$ cat src/rtl/skew_input_feeder_if.sv
// skew_input_feeder_if
//   Vector handshake from the input-buffer read path into the skew feeder.
//   Signals:
//     vec_valid  producer -> feeder  input vector valid
//     vec_ready  feeder -> producer  feeder can accept a vector this cycle
//     vec_data   producer -> feeder  ROW x WIDTH vector, element [r] goes to array row r
//   Modports: master = input-buffer side, slave = feeder side.
interface skew_input_feeder_if #(
  parameter int unsigned WIDTH = 8,
  parameter int unsigned ROW   = 4
);
  logic                      vec_valid;
  logic                      vec_ready;
  logic [ROW-1:0][WIDTH-1:0] vec_data;

  modport master (
    output vec_valid,
    output vec_data,
    input  vec_ready
  );

  modport slave (
    input  vec_valid,
    input  vec_data,
    output vec_ready
  );
endinterface

$ cat src/rtl/skew_input_feeder.sv
// skew_input_feeder
//   Upstream feeder for a ROW x COL systolic array. Accepts one ROW-wide vector per beat and
//   drives the array row inputs with diagonal skew (row r delayed r cycles), then zero-fills for
//   ROW-1 cycles to drain the wavefront and pulses done_o.
//   Optional build macro: SKEW_FEEDER_STATS_EN adds bubble_cnt_o (FEED cycles without a valid
//   vector, saturating, cleared on accepted start).
// Ports:
//   clk_i        clock, rising edge
//   rstn_i       asynchronous active-low reset
//   start_i      job start pulse, sampled only in idle
//   len_i        vectors in job, sampled with start_i
//   vec_if       slave side of the vector valid/ready handshake
//   ib_data_o    skewed data to array row inputs (zero when the row slot is empty)
//   row_vld_o    per-row valid of ib_data_o[r]
//   busy_o       high while feeding or draining
//   done_o       one-cycle pulse at job end
//   bubble_cnt_o (SKEW_FEEDER_STATS_EN only) feed cycles with no valid vector
module skew_input_feeder #(
  parameter int unsigned WIDTH   = 8,
  parameter int unsigned ROW     = 4,
  parameter int unsigned MAX_LEN = 256,
  localparam int unsigned LW     = $clog2(MAX_LEN + 1)
) (
  input  logic                      clk_i,
  input  logic                      rstn_i,
  input  logic                      start_i,
  input  logic [LW-1:0]             len_i,
  skew_input_feeder_if.slave        vec_if,
  output logic [ROW-1:0][WIDTH-1:0] ib_data_o,
  output logic [ROW-1:0]            row_vld_o,
  output logic                      busy_o,
  output logic                      done_o
`ifdef SKEW_FEEDER_STATS_EN
  ,
  output logic [15:0]               bubble_cnt_o
`endif
);

  localparam int unsigned DW = (ROW > 1) ? $clog2(ROW) : 1;
  // Last drain-counter value; unused when ROW == 1 because drain is skipped.
  localparam logic [DW-1:0] DrnLast = DW'((ROW > 1) ? (ROW - 2) : 0);

  typedef enum logic [1:0] {StIdle, StFeed, StDrain} state_e;

  state_e        r_state;
  state_e        w_state_nxt;
  logic [LW-1:0] r_len;
  logic [LW-1:0] w_len_nxt;
  logic [LW-1:0] r_cnt;
  logic [LW-1:0] w_cnt_nxt;
  logic [LW-1:0] w_cnt_inc;
  logic [DW-1:0] r_drn;
  logic [DW-1:0] w_drn_nxt;
  logic          r_done;
  logic          w_done_nxt;
  logic          w_beat;

  assign vec_if.vec_ready = (r_state == StFeed);
  assign w_beat           = vec_if.vec_valid && vec_if.vec_ready;
  assign w_cnt_inc        = r_cnt + LW'(1);
  assign busy_o           = (r_state != StIdle);
  assign done_o           = r_done;

  always_comb begin
    w_state_nxt = r_state;
    w_len_nxt   = r_len;
    w_cnt_nxt   = r_cnt;
    w_drn_nxt   = r_drn;
    w_done_nxt  = 1'b0;
    unique case (r_state)
      StIdle: begin
        if (start_i) begin
          w_cnt_nxt = '0;
          w_drn_nxt = '0;
          if (len_i == '0) begin
            w_done_nxt = 1'b1;
          end else begin
            w_len_nxt   = len_i;
            w_state_nxt = StFeed;
          end
        end
      end
      StFeed: begin
        if (w_beat) begin
          w_cnt_nxt = w_cnt_inc;
          if (w_cnt_inc == r_len) begin
            w_drn_nxt = '0;
            if (ROW == 1) begin
              w_state_nxt = StIdle;
              w_done_nxt  = 1'b1;
            end else begin
              w_state_nxt = StDrain;
            end
          end
        end
      end
      StDrain: begin
        // The last vector reaches row ROW-1 on the same edge that leaves drain.
        if (r_drn == DrnLast) begin
          w_state_nxt = StIdle;
          w_done_nxt  = 1'b1;
        end else begin
          w_drn_nxt = r_drn + DW'(1);
        end
      end
      default: begin
        w_state_nxt = StIdle;
      end
    endcase
  end

  always_ff @(posedge clk_i or negedge rstn_i) begin
    if (!rstn_i) begin
      r_state <= StIdle;
      r_len   <= '0;
      r_cnt   <= '0;
      r_drn   <= '0;
      r_done  <= 1'b0;
    end else begin
      r_state <= w_state_nxt;
      r_len   <= w_len_nxt;
      r_cnt   <= w_cnt_nxt;
      r_drn   <= w_drn_nxt;
      r_done  <= w_done_nxt;
    end
  end

  // Per-row delay line: stage 0 captures the slot every cycle (bubble = zero data, no valid),
  // row r then passes through r more registers. The pipe never stalls.
  for (genvar g = 0; g < ROW; g++) begin : g_row
    logic [WIDTH-1:0] r_dat [g+1];
    logic             r_vld [g+1];

    always_ff @(posedge clk_i or negedge rstn_i) begin
      if (!rstn_i) begin
        for (int k = 0; k <= g; k++) begin
          r_dat[k] <= '0;
          r_vld[k] <= 1'b0;
        end
      end else begin
        r_dat[0] <= w_beat ? vec_if.vec_data[g] : '0;
        r_vld[0] <= w_beat;
        for (int k = 1; k <= g; k++) begin
          r_dat[k] <= r_dat[k-1];
          r_vld[k] <= r_vld[k-1];
        end
      end
    end

    assign ib_data_o[g] = r_dat[g];
    assign row_vld_o[g] = r_vld[g];
  end

`ifdef SKEW_FEEDER_STATS_EN
  logic [15:0] r_bub;

  always_ff @(posedge clk_i or negedge rstn_i) begin
    if (!rstn_i) begin
      r_bub <= '0;
    end else if ((r_state == StIdle) && start_i) begin
      r_bub <= '0;
    end else if ((r_state == StFeed) && !vec_if.vec_valid && (r_bub != 16'hFFFF)) begin
      r_bub <= r_bub + 16'd1;
    end
  end

  assign bubble_cnt_o = r_bub;
`endif

endmodule

$ cat src/flat_wrapper.sv
// flat-port wrapper written by rule: the top's interface ports become plain ports
module skew_input_feeder_flat 
#(
  parameter int unsigned WIDTH   = 8,
  parameter int unsigned ROW     = 4,
  parameter int unsigned MAX_LEN = 256,
  localparam int unsigned LW     = $clog2(MAX_LEN + 1)
)
  (clk_i, rstn_i, start_i, len_i, ib_data_o, row_vld_o, busy_o, done_o, vec_if_vec_valid, vec_if_vec_data, vec_if_vec_ready);
  skew_input_feeder_if #(.WIDTH(WIDTH), .ROW(ROW)) vec_if_i ();
  input  logic clk_i;
  input  logic rstn_i;
  input  logic start_i;
  input  logic [LW-1:0] len_i;
  output logic [ROW-1:0][WIDTH-1:0] ib_data_o;
  output logic [ROW-1:0] row_vld_o;
  output logic busy_o;
  output logic done_o;
  input wire logic [$bits(vec_if_i.vec_valid)-1:0] vec_if_vec_valid;
  input wire logic [$bits(vec_if_i.vec_data)-1:0] vec_if_vec_data;
  output wire logic [$bits(vec_if_i.vec_ready)-1:0] vec_if_vec_ready;
  assign vec_if_i.vec_valid = vec_if_vec_valid;
  assign vec_if_i.vec_data = vec_if_vec_data;
  assign vec_if_vec_ready = vec_if_i.vec_ready;
  skew_input_feeder #(.WIDTH(WIDTH), .ROW(ROW), .MAX_LEN(MAX_LEN)) u_core (.clk_i(clk_i), .rstn_i(rstn_i), .start_i(start_i), .len_i(len_i), .vec_if(vec_if_i), .ib_data_o(ib_data_o), .row_vld_o(row_vld_o), .busy_o(busy_o), .done_o(done_o));
endmodule
$ cat config.mk
export PLATFORM = sky130hd
export DESIGN_NAME = skew_input_feeder_flat
export DESIGN_NICKNAME = d
export VERILOG_FILES = /design/src/rtl/skew_input_feeder_if.sv /design/src/rtl/skew_input_feeder.sv /design/src/flat_wrapper.sv
export SDC_FILE = /design/constraint.sdc
export NUM_CORES = 1
export LEC_CHECK = 0
export CAP_MARGIN = 20
export CORE_AREA = 5 5 95 97
export DETAILED_ROUTE_END_ITERATION = 10
export DIE_AREA = 0 0 100 102
export GPL_TIMING_DRIVEN = 0
export PLACE_DENSITY = 0.81
export SLEW_MARGIN = 30
export SYNTH_ARGS = -nofsm -noshare
export SYNTH_HDL_FRONTEND = slang
export SYNTH_SLANG_ARGS = --single-unit
$ cat constraint.sdc
create_clock -name clk_i -period 2.31 [get_ports clk_i]
set_clock_uncertainty 0.05 [all_clocks]
set_input_delay 0.5775 -clock clk_i [delete_from_list [all_inputs] [get_ports clk_i]]
set_output_delay 0.5775 -clock clk_i [all_outputs]
set_load 0.01 [all_outputs]
After elaboration in Yosys (flattened, before gate mapping)
Cells that the tools add are included.
- flip-flop bits (word level): 107
- input port bits: 45
- RAM bits: 0
- output and inout bits: 39
- latch bits: 0
- memories kept: 0
- memory bits (read-only): 0
- word-level logic and storage cells: 64
- bitwise logic cells: 1
- div/mod/pow operators: 0
- multiplexer cells: 22
- $lt $le $gt $ge: 0
- multipliers: 0
- equal/unequal tests: 10
- reduce and logical (&&, ||, !) cells: 10
- shift operators: 0
- $add $sub $neg: 2
- operator list (cell ; count):
    two-way mux 8 bit ; 4
    two-way mux 2 bit ; 9
    two-way mux 9 bit ; 2
    case mux 9 bit (2 select lines) ; 1
    case mux 2 bit (3 select lines) ; 2
    != test 2 bit (second input constant) ; 5
    AND reduction 5 bit ; 2
    adder 9 x 1 -> 9 bit (second input constant) ; 1
    == test 9 bit ; 1
    logical NOT 9 bit ; 1
    AND reduction 3 bit ; 2
    == test 2 bit (second input constant) ; 2
    nonzero test 2 bit ; 2
    two-way mux 1 bit ; 3
    nonzero test 3 bit ; 1
    adder 2 x 1 -> 2 bit (second input constant) ; 1
    == test 2 x 1 -> 1 bit (second input constant) ; 1
    logical NOT 2 bit ; 1
    != test 2 x 1 -> 1 bit (second input constant) ; 1
    case mux 1 bit (2 select lines) ; 1
    logical AND 1 bit ; 1
    NOT 1 bit ; 1

Logic depth before layout (Yosys ltp)
Gate-level depths: netlist (run 1).
- depth after elaboration: 5
- depth in mapped cells: 8
- depth with buffers taken out: 7

Worst setup path after synthesis (run 1)
No wires, ideal clock.
- kind: reg-to-reg
- from: register u_core.r_cnt[0]
- to: register u_core.r_state[0]
- arrival time: 1.806 ns
- library setup time: 0.145 ns
- cell stages (with the launch flop): 8
- path buffers: 1
- clock period less this slack: 2.000 ns
- slack: 0.310 ns
- cell sequence: dfrtp_1 ha_1 clkbuf_1 xor2_1 xnor2_1 nand4_1 a2111oi_4 a31oi_1
- word-level cells in the longest chain between the ends: 4
- ends and longest elaborated chain (element ; line ; source):
    from (decl) ; skew_input_feeder.sv:49 ; logic [LW-1:0] r_cnt;
    from (signal assigned) ; skew_input_feeder.sv:122 ; r_cnt <= w_cnt_nxt;
    adder 9 x 1 -> 9 bit ; skew_input_feeder.sv:60 ; assign w_cnt_inc = r_cnt + LW'(1);
    == test 9 bit ; skew_input_feeder.sv:86 ; if (w_cnt_inc == r_len) begin
    != test 2 bit (no line) ; -- ;
    AND reduction 5 bit (no line) ; -- ;
    to (signal assigned) ; skew_input_feeder.sv:114 ; r_state <= StIdle;
    to (signal assigned) ; skew_input_feeder.sv:120 ; r_state <= w_state_nxt;
    to (decl) ; skew_input_feeder.sv:45 ; state_e r_state;
Every way passes these cells.
A chain may end at the register's enable or synchronous reset.

Final worst setup path (run 1)
- from: register u_core.r_state[0]
- to: output port busy_o
- word-level cells in the longest chain between the ends: 1
- ends and longest elaborated chain (element ; line ; source):
    nonzero test 2 bit ; skew_input_feeder.sv:61 ; assign busy_o = (r_state != StIdle);
    to (decl) ; flat_wrapper.sv:17 ; output logic busy_o;
Every way passes these cells.

==> results.toml, run 1 <==
[logic_synthesis]
syn-num-nets = 337
ys_types = 40
synth-edff-count = 0
syn_area_um2 = 3892
seq_area_frac_synth_pct = 68.79
ys_seq_elements = 107
yosysTopAreaCell = "dfrtp_1"
ys_top_cells_by_area = "dfrtp_1 (69%), and3_1 (5.3%), buf_4 (5.2%)"
synthCells = 290
synth_top_area_share_pct = 68.79
avgSynthCellArea_um2 = 13.42
yosysWarnings = 0
synth_flop_cell = "dfrtp_1"
async_reset_ff_share_pct = 100.0

[floorplan]
io_pins = 84
die_w_um = 100
die_area_um2 = 10200
start_util_pct = 48.34
die_y_um = 102
rows = 33
core_area_um2 = 8051

[placement]
dpl_worst_slack_ps = -240.0
portBuffers = 81
place.gp.congestion = 0.8566
place_hpwl_um = 5051

[run_status]
status = "finished, final reports clean"

[finish]
final_common_cell = "dfrtp_1"
nFillCells = 624
diodes = 0
area_growth_pct = 31.02
finish.net_count = 433
drive_above_1_share_pct = 15.35
final_cell_mix = "dfrtp_1 (106), clkdlybuf4s50_1 (79), and3_1 (33), buf_4 (33), nand2_1 (11)"

[timing]
setup_viol = 0
drv_slew = 0
period_minus_slack_ps = 2248
hold_viol = 0
layout_setup_ws_ps = 61.90
max_slew_margin_pct = 68.67
worst_slew_pin_slew_ps = 469.9
period_share_pct = 97.32
fmax_ghz = 0.4448

[routing]
antenna_left = 0
wirelength_um = 7170
vias = 2470
firstDrtPassIters = 4
vias_per_cell = 4.980
wire_per_inst_um = 14.46
drt-initial-drc-count = 86
drcViolationCount = 0

[hold_path]
hold_path_class = "input pin to async pin"

[pwr]
total_leakage_power_nw = 2.401
power_mw = 4.858
power_density_nw_per_um2 = 952.7
max-vdd-ir-drop_mv = 0.5832

[worst_setup_path]
critPathLaunchType = "flop"
rr_worst_depth = 6
critPathKind = "flop to primary output"
cp_max_fo = 4
r2r_slack_ps = 190
rr_startpoint = "u_core.r_cnt[0]"
worst_setup_path_end_kind = "primary output"
required_ps = 1680
endpoint = "busy_o"
crit_start = "u_core.r_state[0]"
timing.rr.end = "u_core.r_drn[1]"
cp.arrival_ps = 1620

[clock_tree]
insertion_delay_ps = 360
clockBufferDepth = 2
htree_levels = 3
cts_tree = "built"
numCtsBuffers = 9
cts_root_buf = "clkbuf_8"
path_clk_slew_ps = 100
clock_sinks = 107

[run]
maxCapViolations = 0

[grt]
grt_pass1_vias = 2451
grt_pass1_wl_um = 11610
grt_antenna_before_repair = 0
grt_overflow_total = 0
track_usage_pct = 14.85
grt_max_degree = 59
[synthesized netlist by cell type, drive strengths merged, types with 5 or more instances]
| cell type | number |
|---|---|
| a21oi | 5 |
| clkbuf | 12 |
| xor2 | 5 |
| mux2 | 8 |
| inv | 6 |
| and3 | 33 |
| nand3 | 6 |
| xnor2 | 7 |
| buf | 27 |
| dfrtp | 107 |
| nor2 | 9 |
| nand2 | 11 |
| o21ai | 10 |
[where the power goes]
part           switching [mW]  internal [mW]
registers               0.188           2.21
clock network           0.651          0.415
logic                   0.647          0.745
[final cells by class]
type | count | area [um^2] | share of cell area [%]
Buffer | 36 | 237.7 | 4.661
Clock inverter | 6 | 61.31 | 1.202
Sequential cell | 107 | 2679 | 52.53
Tap cell | 105 | 131.4 | 2.576
Inverter | 6 | 25.02 | 0.4907
Multi-Input combinational cell | 138 | 954.7 | 18.72
Clock buffer | 10 | 127.6 | 2.502
Timing Repair Buffer | 88 | 883.3 | 17.32
[flip-flops by register name (all words and copies together) (netlist names)]
register and cells:
u_core.r_drn 2, u_core.r_cnt 9, u_core.r_len 9, u_core.g_row.r_dat 56, u_core.r_state 2, u_core.ib_data_o 24
u_core.done_o 1, u_core.g_row.r_vld 2, u_core.row_vld_o 2
[cell families after synthesis]
logic type	Yosys count	synth area share, %
AND/OR/NAND/NOR	76	11.06
buffers and inverters	45	6.943
XOR/XNOR	12	2.700
adder cells (fa/ha/maj)	2	0.6428
AO/OA/AOI/OAI	38	6.943
multiplexers	10	2.925
flip-flops	107	68.79
[worst max-delay path: stages (launching register included)]
cell,delay (ps)
dfrtp_2,420
buf_4,150
nor2_4,150
inv_2,60
clkdlybuf4s50_1,480
[how the worst min path moves through the flow]
stage                                           end  slack [ps]  cells past startpoint
final                               u_core.r_drn[1]          80                      1
after global routing       u_core.g_row[0].r_dat[0]          90                      1
after CTS                  u_core.g_row[0].r_dat[0]          90                      1
after detailed placement  u_core.g_row[3].r_dat[16]         280                      0
after global placement    u_core.g_row[2].r_dat[15]         280                      0
after floorplan                       u_core.done_o         230                      0
[through the flow]
stage | std cells | utilization [%] | hold slack, ps | area (um^2) | TNS, ps
5_1_grt | 496 | 63.34 | 94.66 | 5100 | -15.90
3_5_place_dp | 477 | 60.40 | 284.7 | 4863 | -1291
6_report | 496 | 63.34 | 82.00 | 5100 | 0
4_1_cts | 493 | 63.03 | 88.83 | 5075 | 0
2_1_floorplan | 290 | - | 231.9 | 3892 | 0
3_3_place_gp | 476 | 60.05 | 282.0 | 4835 | -339530
[per-layer routing]
layer	GRT usage (%)	wire length, um
met1	17.13	2670
met3	4.710	349
met4	5.078	108
met5	0	0
met2	26.32	4043
[repair_timing]
action | CTS | global route
buffers inserted | 3 | 3
setup endpoints to repair | 5 | 4
hold buffers | 0 | 0
gates resized for setup | 6 | 2
pin swaps | 0 | 1
(Power assumes the default switching activity.)
==> run 2, diff against run 1 <==
--- a/config.mk
+++ b/config.mk
@@ -6,11 +6,11 @@
 export NUM_CORES = 1
 export LEC_CHECK = 0
 export CAP_MARGIN = 20
-export CORE_AREA = 5 5 95 97
+export CORE_AREA = 5 5 91 93
 export DETAILED_ROUTE_END_ITERATION = 10
-export DIE_AREA = 0 0 100 102
+export DIE_AREA = 0 0 96 98
 export GPL_TIMING_DRIVEN = 0
-export PLACE_DENSITY = 0.81
+export PLACE_DENSITY = 0.87
 export SLEW_MARGIN = 30
 export SYNTH_ARGS = -nofsm -noshare
 export SYNTH_HDL_FRONTEND = slang
==> constraint.sdc (replaced) <==
create_clock -name clk_i -period 2.86 [get_ports clk_i]
set_clock_uncertainty 0.05 [all_clocks]
set_input_delay 0.715 -clock clk_i [delete_from_list [all_inputs] [get_ports clk_i]]
set_output_delay 0.715 -clock clk_i [all_outputs]
set_load 0.01 [all_outputs]
==> results.toml, run 2 (synthesis results as in run 1) <==
[finish]
nFillCells = 555
finish.net_count = 428
multi_input_area_um2 = 944.7
final_common_cell = "dfrtp_1"
top_register = "u_core.g_row.r_dat"
largest_reg_flops = 56
diodes = 0
area_growth_pct = 29.38
fin_cells = 488
drive_above_1_share_pct = 12.95
seqCellArea_um2 = 2678
final_cell_mix = "dfrtp_1 (107), clkdlybuf4s50_1 (80), and3_1 (33), buf_4 (27)"
fin_area_um2 = 5036

[timing]
worst_slew_pin_slew_ps = 492.8
setup_viol = 0
period_minus_slack_ps = 2646
grt_setup_unrepaired = "false"
period_share_pct = 92.52
fin_tns_setup_ps = 0
drv_slew = 0
max_slew_margin_pct = 67.14
hold_viol = 0
fmax_ghz = 0.3779

[routing]
wirelength_um = 6918
firstDrtPassIters = 4
wire_per_inst_um = 14.18
drt-initial-drc-count = 56
antenna_left = 0
vias = 2431
drcViolationCount = 0
vias_per_cell = 4.982

[clock_tree]
path_clk_slew_ps = 100
clock_sinks = 107
htree_levels = 3
ctsResizeCount = 0
clockBufferDepth = 2
post_cts_buffers = 0
insertion_delay_ps = 360
cts_tree = "built"
numCtsBuffers = 9
postCtsHoldBufs = 0
cts_root_buf = "clkbuf_8"

[floorplan]
io_pins = 84
rows = 32
die_y_um = 98
start_util_pct = 52.27
core_area_um2 = 7447
die_w_um = 96
die_area_um2 = 9408

[run_status]
status = "finished, final reports clean"

[pwr]
max-vdd-ir-drop_mv = 0.4842
total_leakage_power_nw = 2.373
power_mw = 3.837
power_density_nw_per_um2 = 761.9

[worst_setup_path]
rr_worst_depth = 7
worst_setup_path_end_kind = "primary output"
cp.arrival_ps = 1880
r2r_slack_ps = 460
required_ps = 2100
timing.rr.end = "u_core.r_drn[0]"
critPathLaunchType = "flop"
cp_max_fo = 19
critPathKind = "flop to primary output"
rr_startpoint = "u_core.r_cnt[0]"

[placement]
place_area_um2 = 4860
place_hpwl_um = 5129
place.gp.congestion = 0.8696
dp_cells = 474
portBuffers = 81

[run]
maxCapViolations = 0

[grt]
grt_pass1_vias = 2450
grt_pass1_wl_um = 11740
grt_max_degree = 72
grt_overflow_total = 0
track_usage_pct = 16.25
grt_antenna_before_repair = 0

[hold_path]
hold_path_class = "input pin to async pin"
==> run 2: cell count changes in the layout (fill, tap and decap cells not counted), moves of 2 or more <==
| cell | change |
|---|---|
| inv_6 | +2 |
| buf_4 | -6 |
| clkinv_4 | -2 |
| clkbuf_1 | +2 |
==> run 2: repair_timing <==
item	in CTS	in global routing
endpoints found under the hold margin	0	0
endpoints found under the setup margin	1	1
gates cloned	0	0
==> run 2: worst max-delay path by stage <==
stage / start / endpoint / cells past startpoint
after floorplan: u_core.r_cnt[0] / u_core.r_state[0] / 7
after global placement: rstn_i / u_core.ib_data_o[16] / 1
after detailed placement: u_core.r_state[0] / vec_if_vec_ready / 5
after CTS: u_core.r_state[0] / vec_if_vec_ready / 4
after global routing: u_core.r_state[0] / vec_if_vec_ready / 3
final: u_core.r_state[0] / vec_if_vec_ready / 3
==> run 2: layer usage <==
| metal | routed length, um | vias to the layer above | track usage [%] | part of all wire (%) |
|---|---|---|---|---|
| met5 | 0 | - | 0 | 0 |
| met4 | 104 | 0 | 5.470 | 1.5 |
| met3 | 354 | 13 | 4.931 | 5.1 |
| met2 | 3766 | 68 | 27.40 | 54 |
| met1 | 2693 | 1196 | 19.64 | 39 |
| li1 | - | 1154 | - | - |
==> run 2: final cells by class <==
class                   instances  share of cell area, %
clock inverters                 6                  1.118
repair buffers                 82                  16.67
multi-input cells             138                  18.76
plain buffers                  37                  4.770
well taps                     102                  2.534
flip-flops and latches        107                  53.17
inverters                       6                 0.4472
clock buffers                  10                  2.534
==> run 2: metrics by stage <==
stage          setup WS [ps]  hold slack [ps]  util (%)
6_report               213.8            184.3     67.62
3_3_place_gp           -2703            281.8     64.87
4_1_cts                42.77            180.3     67.67
3_5_place_dp           173.6            284.7     65.26
5_1_grt                63.54            183.4     67.62
2_1_floorplan          859.7            281.2         -
==> run 2: worst max-delay path, stage by stage, from the launching register on <==
cell and delay (ps):
dfrtp_1 520, nand2b_1 160, inv_2 250, clkdlybuf4s50_1 600
==> run 2: report_power, final <==
| group | leakage, nW | switching [mW] | internal (mW) |
|---|---|---|---|
| clock | 0.0913 | 0.511 | 0.337 |
| combinational | 0.901 | 0.496 | 0.548 |
| sequential | 1.38 | 0.159 | 1.79 |
